`config.mk`:
```
export PLATFORM = sky130hd
export DESIGN_NAME = mtm_delay_arbiter
export DESIGN_NICKNAME = d
export VERILOG_FILES = /design/src/rtl/mtm_arb_pkg.sv /design/src/rtl/mtm_delay_arbiter_rr_pick.sv /design/src/rtl/mtm_delay_arbiter.sv
export SDC_FILE = /design/constraint.sdc
export NUM_CORES = 1
export LEC_CHECK = 0
export BUFFER_PORTS_ARGS = -buffer_cell sky130_fd_sc_hd__buf_2
export CAP_MARGIN = 20
export CORE_ASPECT_RATIO = 0.5
export CORE_UTILIZATION = 49
export CTS_CLUSTER_SIZE = 20
export DETAILED_ROUTE_END_ITERATION = 8
export PLACE_DENSITY = 0.85
export SYNTH_ARGS = -nofsm -noshare
export SYNTH_HDL_FRONTEND = slang
export SYNTH_HIERARCHICAL = 1
export SYNTH_SLANG_ARGS = --single-unit
```
`constraint.sdc`:
```
create_clock -name clk -period 2.9 [get_ports clk]
set_input_delay 0.435 -clock clk [delete_from_list [all_inputs] [get_ports clk]]
set_output_delay 0.435 -clock clk [all_outputs]
set_load 0.005 [all_outputs]
```
`src/rtl/mtm_arb_pkg.sv`:
```
// Shared types and helpers for mtm_delay_arbiter.
package mtm_arb_pkg;

  typedef enum logic [1:0] {
    CORNER_MIN  = 2'd0,
    CORNER_TYP  = 2'd1,
    CORNER_MAX  = 2'd2,
    CORNER_TYP2 = 2'd3
  } corner_e;

  typedef enum logic [1:0] {
    S_IDLE = 2'd0,
    S_BUSY = 2'd1,
    S_DONE = 2'd2
  } state_e;

  localparam int unsigned STAT_W = 16;

  // Occupancy cycles for a corner; both TYP encodings map to the typical value.
  function automatic int unsigned corner_lat(input corner_e     corner,
                                             input int unsigned lat_min,
                                             input int unsigned lat_typ,
                                             input int unsigned lat_max);
    int unsigned lat;
    case (corner)
      CORNER_MIN: lat = lat_min;
      CORNER_MAX: lat = lat_max;
      default:    lat = lat_typ;
    endcase
    return lat;
  endfunction

endpackage

```
`src/rtl/mtm_delay_arbiter_rr_pick.sv`:
```
// Combinational round-robin picker: first set request above ptr, wrapping.
module rr_pick #(
  parameter int unsigned NREQ = 4,
  parameter int unsigned IW   = 2
) (
  input  logic [NREQ-1:0] req,
  input  logic [IW-1:0]   ptr,
  output logic            valid_c,
  output logic [NREQ-1:0] onehot_c,
  output logic [IW-1:0]   idx_c
);

  logic [IW-1:0] cand;

  // Scan ptr+1 .. ptr+NREQ (mod NREQ) and keep the first hit.
  always_comb begin
    valid_c  = 1'b0;
    onehot_c = '0;
    idx_c    = '0;
    cand     = '0;
    for (int unsigned k = 1; k <= NREQ; k++) begin
      cand = IW'((32'(ptr) + k) % NREQ);
      if (!valid_c && req[cand]) begin
        valid_c = 1'b1;
        idx_c   = cand;
      end
    end
    if (valid_c) onehot_c = NREQ'(1) << idx_c;
  end

endmodule

```
`src/rtl/mtm_delay_arbiter.sv`:
```
// Non-preemptive round-robin arbiter with min:typ:max occupancy latency.
// Optional per-requester grant counters: define MTM_DELAY_ARBITER_STATS_EN.
module mtm_delay_arbiter
  import mtm_arb_pkg::*;
#(
  parameter int unsigned NREQ    = 4,
  parameter int unsigned LAT_MIN = 1,
  parameter int unsigned LAT_TYP = 2,
  parameter int unsigned LAT_MAX = 3,
  parameter int unsigned CW      = 8
) (
  input  logic                     clk,
  input  logic                     rst_n,
  input  logic [1:0]               corner_i,
  input  logic [NREQ-1:0]          req_i,
  output logic [NREQ-1:0]          gnt_o,
  output logic [NREQ-1:0]          done_o,
  output logic                     busy_o,
  output logic [CW-1:0]            lat_o,
  output logic [NREQ*STAT_W-1:0]   gnt_cnt_o
);

  localparam int unsigned IW = (NREQ > 1) ? $clog2(NREQ) : 1;

  // Parameter sanity checks at elaboration.
  if (LAT_MIN == 0) begin : g_chk_min
    $error("mtm_delay_arbiter: LAT_MIN must be nonzero");
  end
  if ((LAT_MIN > LAT_TYP) || (LAT_TYP > LAT_MAX)) begin : g_chk_order
    $error("mtm_delay_arbiter: require LAT_MIN <= LAT_TYP <= LAT_MAX");
  end
  if (64'(LAT_MAX) >= (64'd1 << CW)) begin : g_chk_cw
    $error("mtm_delay_arbiter: LAT_MAX does not fit in CW bits");
  end
  if ((NREQ < 2) || (NREQ > 16)) begin : g_chk_nreq
    $error("mtm_delay_arbiter: NREQ must be 2..16");
  end

  state_e          state_q, state_d;
  logic [CW-1:0]   cnt_q, cnt_d;
  logic [IW-1:0]   rr_ptr_q, rr_ptr_d;
  logic [IW-1:0]   win_q, win_d;
  logic [NREQ-1:0] gnt_q, gnt_d;
  logic [NREQ-1:0] done_q, done_d;
  logic            busy_q, busy_d;
  logic [CW-1:0]   lat_q, lat_d;

  logic            pick_valid;
  logic [NREQ-1:0] pick_onehot;
  logic [IW-1:0]   pick_idx;
  logic [CW-1:0]   lat_pick;
  logic            finish_c;

  rr_pick #(.NREQ(NREQ), .IW(IW)) u_pick (
    .req      (req_i),
    .ptr      (rr_ptr_q),
    .valid_c  (pick_valid),
    .onehot_c (pick_onehot),
    .idx_c    (pick_idx)
  );

  assign lat_pick = CW'(corner_lat(corner_e'(corner_i), LAT_MIN, LAT_TYP, LAT_MAX));
  assign finish_c = (state_q == S_BUSY) && (cnt_q == '0);

  // Next-state and registered-output logic.
  always_comb begin
    state_d  = state_q;
    cnt_d    = cnt_q;
    rr_ptr_d = rr_ptr_q;
    win_d    = win_q;
    gnt_d    = gnt_q;
    done_d   = '0;
    busy_d   = busy_q;
    lat_d    = lat_q;
    case (state_q)
      S_IDLE: begin
        gnt_d  = '0;
        busy_d = 1'b0;
        if (pick_valid) begin
          state_d = S_BUSY;
          win_d   = pick_idx;
          gnt_d   = pick_onehot;
          busy_d  = 1'b1;
          lat_d   = lat_pick;
          cnt_d   = lat_pick - CW'(1);
        end
      end
      S_BUSY: begin
        if (cnt_q == '0) begin
          state_d  = S_DONE;
          gnt_d    = '0;
          done_d   = gnt_q;
          rr_ptr_d = win_q;
        end else begin
          cnt_d = cnt_q - CW'(1);
        end
      end
      S_DONE: begin
        state_d = S_IDLE;
        gnt_d   = '0;
        busy_d  = 1'b0;
      end
      default: begin
        state_d = S_IDLE;
        gnt_d   = '0;
        busy_d  = 1'b0;
      end
    endcase
  end

  // State and output registers with synchronous reset.
  always_ff @(posedge clk) begin
    if (!rst_n) begin
      state_q  <= S_IDLE;
      cnt_q    <= '0;
      rr_ptr_q <= IW'(NREQ - 1);
      win_q    <= '0;
      gnt_q    <= '0;
      done_q   <= '0;
      busy_q   <= 1'b0;
      lat_q    <= '0;
    end else begin
      state_q  <= state_d;
      cnt_q    <= cnt_d;
      rr_ptr_q <= rr_ptr_d;
      win_q    <= win_d;
      gnt_q    <= gnt_d;
      done_q   <= done_d;
      busy_q   <= busy_d;
      lat_q    <= lat_d;
    end
  end

  assign gnt_o  = gnt_q;
  assign done_o = done_q;
  assign busy_o = busy_q;
  assign lat_o  = lat_q;

`ifdef MTM_DELAY_ARBITER_STATS_EN
  logic [STAT_W-1:0] stat_q [NREQ];
  logic [STAT_W-1:0] stat_d [NREQ];

  // Count completions per requester, saturating.
  always_comb begin
    stat_d = stat_q;
    if (finish_c && (stat_q[win_q] != {STAT_W{1'b1}})) begin
      stat_d[win_q] = stat_q[win_q] + STAT_W'(1);
    end
  end

  // Counter registers.
  always_ff @(posedge clk) begin
    if (!rst_n) begin
      for (int i = 0; i < int'(NREQ); i++) stat_q[i] <= '0;
    end else begin
      stat_q <= stat_d;
    end
  end

  for (genvar g = 0; g < int'(NREQ); g++) begin : g_stat_out
    assign gnt_cnt_o[STAT_W*g +: STAT_W] = stat_q[g];
  end
`else
  logic unused_finish;
  assign unused_finish = finish_c;
  assign gnt_cnt_o     = '0;
`endif

endmodule
```
==> qor.txt <==
Share of flip-flops with an asynchronous set or reset -> 0%
Slew @ Worst Pin -> 0.632 ns
Cts hold-fix bufs -> 0
Core region area -> 3210 sq um
Diodes inserted -> 0
Final #Nets -> 233
Root Buffer -> clkbuf_8
Distinct cells, synth -> 46
Crit path from -> cnt_q[0]
Slew Limit Headroom -> 57.8%
Multi-input logic area -> 956 sq um
Setup TNS -> 0 ns
Io pins -> 89
FF+latch area -> 500 sq um
Final Hold Fails -> 0
Largest net degree at the start of global routing -> 20
Layout cells sized above 1 -> 15.3%
1st-iter DRT viols -> 52
Setup Fix Bufs, Post-CTS -> 0
Post-CTS Resized -> 0
Final Skew -> 0.00346 ns
H-tree levels -> 1
Total GRT Usage -> 14.4%
Inserted Clock Buffers -> 3
Lkg Pwr -> 0.835 nW
Worst Path Required -> 3.07 ns
Min cycle time layout -> 1.85 ns
Vias per inst -> 4.49
Starting Density -> 55.2%
Syn Inst Count -> 206
Final setup vio count -> 0
Synthesized area -> 1770 sq um
#FFs+latches synth -> 25
Pins Over Slew Limit -> 0
Routed WL -> 2740 microns
Vias -> 1213
Total Die Area -> 3870 sq um
Crit Path Class -> reg -> reg
Routed len/inst -> 10.1 microns
Number of port buffers -> 18
Routed Antenna Nets -> 0
Critical Path Fanout Max -> 6
Number of synthesized flops with an enable pin -> 0
Synth Flop Type -> dfxtp_1
Final Cycle Share -> 63.6%
Worst-path clk slew -> 0.08 ns
Post-Layout Cell Count -> 270
Worst hold slack -> 0.476 ns
Synth Area per Inst -> 8.59 sq um
Initial antenna violation count -> 0
Unrepaired setup endpoints after global routing -> false
# clock sinks -> 25
DRT Pass-1 Iters -> 4
Sequential fraction of the synthesis area -> 28.3%
First-pass GRT wire length -> 4240 microns
CTS tree -> yes
CP arrival -> 2.01 ns
RR Startpoint -> cnt_q[0]
Peak supply drop -> 0.366 mV
Synth warn -> 6
Crit end category -> flip-flop
MaxCap Viol Count -> 0
Min-Delay Path Class -> in -> reg
Post-Place Cells -> 266
Vias in the first global route -> 977
Number of fill cells -> 293
Critical path startpoint category -> flip-flop
Startpoint of the worst hold path -> rst_n
PwrDens -> 937 nW/um^2
Fmax -> 542 MHz
Final GP Congestion -> 0.859
DRC violations left -> 0
Status -> completed
Skew-Pair Late Insertion Delay -> 0.27 ns
Die height -> 44.5 microns
Area Overhead vs Synth -> -5.37%
Global-route congestion overflow total -> 0
FP Rows -> 14
Hpwl dp -> 2150 microns
Max clock buf depth -> 2
Die W -> 87.0 microns
-- synthesized netlist by cell type (2+ instances only) --
library cell  count  area, sq um
dfxtp_1          25          500
o21ai_0           2         10.0
and2_1            6         37.5
nor2b_1           2         12.5
nand2_1          12         45.0
o211ai_1          2         15.0
clkbuf_1          2         7.51
a211oi_1          3         22.5
o211a_1           2         20.0
nand2b_1          3         18.8
ha_1              2         25.0
nand3_1           3         15.0
nor2_1           12         45.0
a32o_1            5         50.1
nor3_1            2         10.0
a21o_2            2         17.5
a21boi_0          2         15.0
buf_2             2         10.0
buf_4            71          533
xnor2_1           3         26.3
nor3b_1           3         22.5
inv_1             6         22.5
mux2i_1           3         30.0
or3_1             3         18.8
a21oi_1           7         35.0
-- area by class of cell --
cell class / instances / share of cell area, %
clock inverter: 1 / 0.299
multi-input combinational: 169 / 57.1
tap: 48 / 3.58
clock buffer: 3 / 2.46
inverter: 6 / 1.34
sequential: 25 / 29.9
timing repair buffer: 18 / 5.38
-- cells in the final DEF (no fill, tap or decap), types with 2 or more instances in the layout --
cell type / n
nand3_1: 3
clkbuf_8: 3
nor3_1: 2
dfxtp_1: 25
nand2b_1: 3
nor3b_1: 3
mux2i_1: 3
nor2b_1: 2
xnor2_1: 3
o21ai_0: 2
a211oi_1: 3
inv_1: 6
a21oi_1: 7
a21o_2: 2
conb_1: 70
or3_1: 3
o211ai_1: 2
a21boi_0: 2
buf_2: 18
and2_1: 6
ha_1: 2
nor2_1: 12
o211a_1: 2
a32o_1: 5
nand2_1: 12
-- power breakdown --
part	internal [mW]	total (mW)	switching, mW
sequential	0.454	0.581	0.127
clock	0.0961	0.202	0.106
combinational	0.372	0.787	0.415
-- critical path, stage by stage, from the launching register on --
cell	delay [ns]
dfxtp_1	0.36
inv_1	0.09
ha_1	0.25
and4bb_4	0.24
a211oi_1	0.43
a21oi_1	0.14
a31o_2	0.23
-- cell families (layout without fill, tap and decap cells) --
kind of cell | after synthesis | after routing | share of synthesized area (%)
compound gates | 35 | 35 | 15.5
simple gates | 56 | 56 | 19.0
buf+inv | 81 | 28 | 32.4
fa+ha+maj | 2 | 2 | 1.41
flops | 25 | 25 | 28.3
xor+xnor | 3 | 3 | 1.48
other cells | 1 | 70 | 0.212
mux | 3 | 3 | 1.70
-- sequential cells by signal, summed over array words and instances (netlist names) --
| signal | cells |
|---|---|
| cnt_q | 8 |
| done_o | 4 |
| gnt_o | 4 |
| lat_o | 2 |
| rr_ptr_q | 2 |
| state_q | 2 |
| win_q | 2 |
| busy_o | 1 |
-- stage by stage --
step,total power [mW],utilization [%],worst slack (ns),cell area [sq um]
floorplan,1.27,-,1.05,2030
finish,1.57,52.3,1.05,1680
global route,1.71,52.3,0.888,1680
detailed placement,1.37,50.8,0.871,1630
CTS,1.57,52.3,1.08,1680
global placement,1.34,50.8,0.963,1630
-- metal layers --
metal / share of wire (%) / up-vias / track usage (%)
li1: - / 595 / -
met3: 10 / 5 / 4.85
met4: 1.1 / 0 / 6.67
met1: 45 / 542 / 17.3
met5: 0 / - / 0
met2: 44 / 71 / 23.6
-- final timing paths --
kind	to	slack (ns)	cells past startpoint
setup reg to reg	cnt_q[4]	1.05	6
hold / removal	rr_ptr_q[1]	0.48	2
hold reg to reg	win_q[1]	0.48	2
setup / recovery	cnt_q[4]	1.05	6
(Power assumes the default switching activity.)
